## src/rtl/pipe_stall_ctrl.sv

```systemverilog
// pipe_stall_ctrl: hazard/stall controller for the 5-stage pipeline.
// Detects RAW hazards from Tuse/Tnew and sequences the multi-cycle MDU.
// Optional macro STALL_CNT_EN adds a free-running 32-bit stall counter.
module pipe_stall_ctrl #(
    parameter int MULT_CYC = 5,
    parameter int DIV_CYC  = 10
) (
    input  logic        clk,
    input  logic        reset,
    input  logic [4:0]  d_rs,
    input  logic [4:0]  d_rt,
    input  logic [1:0]  d_tuse_rs,
    input  logic [1:0]  d_tuse_rt,
    input  logic        d_is_md,
    input  logic [4:0]  e_wa,
    input  logic [1:0]  e_tnew,
    input  logic [4:0]  m_wa,
    input  logic [1:0]  m_tnew,
    input  logic        e_md_start,
    input  logic        e_md_div,
    output logic        en_pc,
    output logic        en_fd,
    output logic        clr_de,
    output logic        en_em,
    output logic        en_mw,
    output logic        md_busy,
    output logic        stall
`ifdef STALL_CNT_EN
    ,
    output logic [31:0] stall_cnt
`endif
);

    localparam logic [3:0] MULT_LD = 4'(MULT_CYC);
    localparam logic [3:0] DIV_LD  = 4'(DIV_CYC);

    logic [3:0] md_cnt;
    logic       busy_raw;
    logic       stall_rs;
    logic       stall_rt;
    logic       stall_md;
    logic       stall_raw;

    // Busy countdown: a start is only accepted when the MDU is idle.
    always_ff @(posedge clk) begin
        if (reset)
            md_cnt <= 4'd0;
        else if (e_md_start && (md_cnt == 4'd0))
            md_cnt <= e_md_div ? DIV_LD : MULT_LD;
        else if (md_cnt != 4'd0)
            md_cnt <= md_cnt - 4'd1;
    end

    assign busy_raw = (md_cnt != 4'd0);

    // RAW hazard: the producer's result arrives later than D needs it; $0 and Tnew=0 never stall.
    always_comb begin
        stall_rs = (d_rs != 5'd0) &&
                   (((d_rs == e_wa) && (d_tuse_rs < e_tnew)) ||
                    ((d_rs == m_wa) && (d_tuse_rs < m_tnew)));
        stall_rt = (d_rt != 5'd0) &&
                   (((d_rt == e_wa) && (d_tuse_rt < e_tnew)) ||
                    ((d_rt == m_wa) && (d_tuse_rt < m_tnew)));
        stall_md = d_is_md && (busy_raw || e_md_start);
        stall_raw = stall_rs | stall_rt | stall_md;
    end

    // Register controls: hold PC/FD and bubble D/E on stall; E/M and M/W always drain.
    always_comb begin
        en_pc   = 1'b1;
        en_fd   = 1'b1;
        clr_de  = 1'b0;
        en_em   = 1'b1;
        en_mw   = 1'b1;
        md_busy = 1'b0;
        stall   = 1'b0;
        if (!reset) begin
            md_busy = busy_raw;
            stall   = stall_raw;
            en_pc   = ~stall_raw;
            en_fd   = ~stall_raw;
            clr_de  = stall_raw;
        end
    end

`ifdef STALL_CNT_EN
    // Count stalled cycles; wraps naturally at 2^32.
    always_ff @(posedge clk) begin
        if (reset)
            stall_cnt <= 32'd0;
        else if (stall_raw)
            stall_cnt <= stall_cnt + 32'd1;
    end
`endif

endmodule

```

## config.mk

```make
export PLATFORM = sky130hd
export DESIGN_NAME = pipe_stall_ctrl
export DESIGN_NICKNAME = d
export VERILOG_FILES = /design/src/rtl/pipe_stall_ctrl.sv
export SDC_FILE = /design/constraint.sdc
export NUM_CORES = 1
export LEC_CHECK = 0
export ABC_AREA = 1
export CORE_MARGIN = 4
export CORE_UTILIZATION = 49
export CTS_CLUSTER_SIZE = 40
export DETAILED_ROUTE_END_ITERATION = 6
export DONT_BUFFER_PORTS = 1
export GPL_ROUTABILITY_DRIVEN = 0
export PLACE_DENSITY = 0.65
export SETUP_SLACK_MARGIN = 0.1
export SLEW_MARGIN = 0
export SYNTH_ARGS = -nofsm -noshare
export SYNTH_HDL_FRONTEND = slang
export SYNTH_SLANG_ARGS = --single-unit
```

## constraint.sdc

```tcl
create_clock -name clk -period 2.19 [get_ports clk]
set_input_delay 0.657 -clock clk [delete_from_list [all_inputs] [get_ports clk]]
set_output_delay 0.657 -clock clk [all_outputs]
set_load 0.02 [all_outputs]
```

==> run_results.csv <==
group,metric,value,unit
status,status,"finished, violations left",
status,violations,"setup timing",
logic_synthesis,yosysWarnings,0,
setup_path,critPathCaptureType,"primary output",
setup_path,crit_end,"en_pc",
logic_synthesis,yosysTopAreaCell,"nand2_1",
timing,finalCriticalPeriod,2320,ps
setup_path,r2r-end,"md_cnt[1]$_SDFFE_PP0P_",
clocking,cts_hold_buf,0,
detailed_routing,drt-total-wl,2.12,mm
clocking,cts_num_sinks,4,
setup_path,critPathBufInv,2,
floorplanning,core_area,0.00156,sq mm
setup_path,critPathMaxStageDelay,240,ps
logic_synthesis,async_flop_share,0,
logic_synthesis,synthTopCellsByCount,"nand2_1, inv_1, nor2_1",
setup_path,cp.required,1530,ps
final_layout,n_antenna_cell,0,
logic_synthesis,syn_avg_cell_area,5.58,sq um
setup_path,crit_path_top_delay_cell,"ha_4",
place,placed_cells,164,
final_layout,fill_cells,163,
clocking,insertion_delay,230,ps
detailed_routing,drc,0,
global_routing,grt_max_degree,6,
place,hpwlAfterDp,1.76,mm
logic_synthesis,synth_flop_cell,"dfxtp_1",
timing,fin_ws,-130,ps
min_path,hp-class,"reg -> reg",
timing,fin_hold_ws,601,ps
floorplanning,std_cell_rows,14,
global_routing,grtUsageTotal,0.180,
floorplanning,die_x,49.3,microns
logic_synthesis,synthCells,150,
setup_path,rrSetupSlack,810,ps
logic_synthesis,synthTopCellsByArea,"nand2_1, inv_1, dfxtp_1",
timing,tns,-437,ps
setup_path,cp_cell_sequence,"inv_12 > ha_4 > a21boi_4 > nor2_2 > nand3_1 > nand2_1 > nand2_2 > nand3_2 > nand2_4 > buf_12",
timing,max_freq,431,MHz
pwr,power.leakage,0.000552,uW
setup_path,worstSetupPathType,"in -> out",
logic_synthesis,synth_top_area_share,0.224,
global_routing,antenna_found_initial,0,
final_layout,top_register,"md_cnt",
clocking,clkSlewWorstSetupHoldPaths,30,ps
logic_synthesis,seq_area_frac_synth,0.0957,
logic_synthesis,synthesis.area,837,sq um
detailed_routing,wl_per_cell,12.7,microns
clocking,htreeDepth,1,
timing,finalCritPeriodShare,1.06,
clocking,clk_path_buf_depth,2,
detailed_routing,first_pass_iters,4,
clocking,cts_root_buf,"clkbuf_4",
logic_synthesis,synth_edf_count,0,
setup_path,startpoint_type,"input port",
final_layout,largest_reg_flops,4,
final_layout,fin_cells,167,
logic_synthesis,synth_most_common_cell,"nand2_1",
job,maxCapViolCount,0,
setup_path,reg2reg_depth,10,
detailed_routing,via_per_inst,5.14,
setup_path,crit_family,"simple AND/OR/NAND/NOR gates",
detailed_routing,final_antenna_net_count,0,
logic_synthesis,synth_seq_cells,4,
global_routing,grt_pass1_wl,3.51,mm
clocking,cts_tree,"built",
detailed_routing,drtIter0Drc,13,
pwr,vdd_drop_max,0.299,mV
floorplanning,die-area,0.00243,sq mm
timing,skew,2.60,ps
timing,grt_setup_unrepaired,"true",
floorplanning,ios,40,
pwr,powerDensity,633,mW/mm^2
logic_synthesis,yosysUniqueCellTypes,26,
timing,setup_viol,4,
clocking,postCtsSetupBuffers,0,
final_layout,drive_gt1_frac,0.258,
place,port_buffers,0,
final_layout,area_delta_synth_final,15.5,%
floorplanning,initial_core_util,0.537,
setup_path,r2r-start,"md_cnt[0]$_SDFFE_PP0P_",
setup_path,cp_num_cells,10,
setup_path,crit_fanout,2,
floorplanning,fp.dieH,49.3,microns
global_routing,gr-total-overflow,0,
setup_path,crit_arrival,1660,ps
final_layout,nets,192,
clocking,cts-buffers-inserted,3,
detailed_routing,dr_total_vias,859,
global_routing,grt_pass1_vias,879,
timing,drv_slew,0,
final_layout,top_regs,"md_cnt x4",
setup_path,cp-startpoint,"m_tnew[1]",
timing,finalHoldViolCount,0,
## cell usage in the layout, fill, tap and decap left out, drive strengths merged
master  synthesis  final
a211oi          2      2
a21boi          3      3
a21oi           1      1
buf             4      1
clkbuf          0      3
conb            1      2
dfxtp           4      4
ha              6      6
inv            34     34
nand2          56     56
nand3           9      9
nor2           16     16
nor3            1      1
nor4            1      1
o21ai           3      3
o21bai          2      2
o221ai          1      1
o22ai           1      1
xnor2           2      2
xor2            3      3
## stage by stage
stage          area, sq um  power [uW]  setup WS [ps]  utilization
2_1_floorplan          900         449           -140            -
3_3_place_gp           906         494           -165        0.581
3_5_place_dp           906         498           -166        0.581
4_1_cts                955         609           -122        0.612
5_1_grt                967         675           -213        0.620
6_report               967         613           -130        0.620
## worst reg2reg max path: stages, from the launching register on
cell and delay [ps]:
dfxtp_1 350, inv_1 100, ha_1 220, nand2_2 80, nor2_4 50, nand2_2 100, inv_2 30, nand2_1 80
o221ai_1 130, nand2_1 80, inv_1 40
## layout make-up
class / count / area, sq um / area share
Sequential cell: 4 / 80.1 / 0.0828
Multi-Input combinational cell: 109 / 669 / 0.692
Inverter: 34 / 155 / 0.160
Timing Repair Buffer: 1 / 20.0 / 0.0207
Tap cell: 16 / 20.0 / 0.0207
Clock buffer: 3 / 22.5 / 0.0233
## where the power goes
part	total [uW]	switching, uW	leakage [uW]	internal, uW
clock	90.4	29.2	0.0000138	61.2
sequential	126	21.4	0.0000333	105
combinational	396	235	0.000505	161
## repair_timing
item,CTS,global route
pin swaps,9,6
endpoints found under the setup margin,4,4
hold endpoints to repair,0,0
gates resized for setup,5,3
## layer usage
layer / wire length (microns) / vias to the layer above / GRT usage
li1: - / 450 / -
met1: 830 / 377 / 0.209
met2: 1150 / 30 / 0.326
met3: 130 / 2 / 0.0336
met4: 10 / 0 / 0.0569
met5: 0 / - / 0
## worst min-delay path by stage
stage,startpoint,to,slack [ps],cells after the start
2_1_floorplan,md_cnt[2]$_SDFFE_PP0P_,md_cnt[2]$_SDFFE_PP0P_,550,2
3_3_place_gp,md_cnt[2]$_SDFFE_PP0P_,md_cnt[2]$_SDFFE_PP0P_,590,2
3_5_place_dp,md_cnt[2]$_SDFFE_PP0P_,md_cnt[2]$_SDFFE_PP0P_,590,2
4_1_cts,md_cnt[2]$_SDFFE_PP0P_,md_cnt[2]$_SDFFE_PP0P_,600,2
5_1_grt,e_md_div,md_cnt[3]$_SDFFE_PP0P_,610,2
6_report,md_cnt[2]$_SDFFE_PP0P_,md_cnt[2]$_SDFFE_PP0P_,600,2
## cell families after synthesis
| logic type | after synthesis | share of synthesized area |
|---|---|---|
| and+or+nand+nor | 83 | 0.465 |
| buffers and inverters | 38 | 0.188 |
| AOI/OAI and AO/OA | 13 | 0.105 |
| adders and majority gates | 6 | 0.0897 |
| xor gates and xnor gates | 5 | 0.0523 |
| DFF | 4 | 0.0957 |
| other | 1 | 0.00448 |
(Power assumes the default switching activity.)
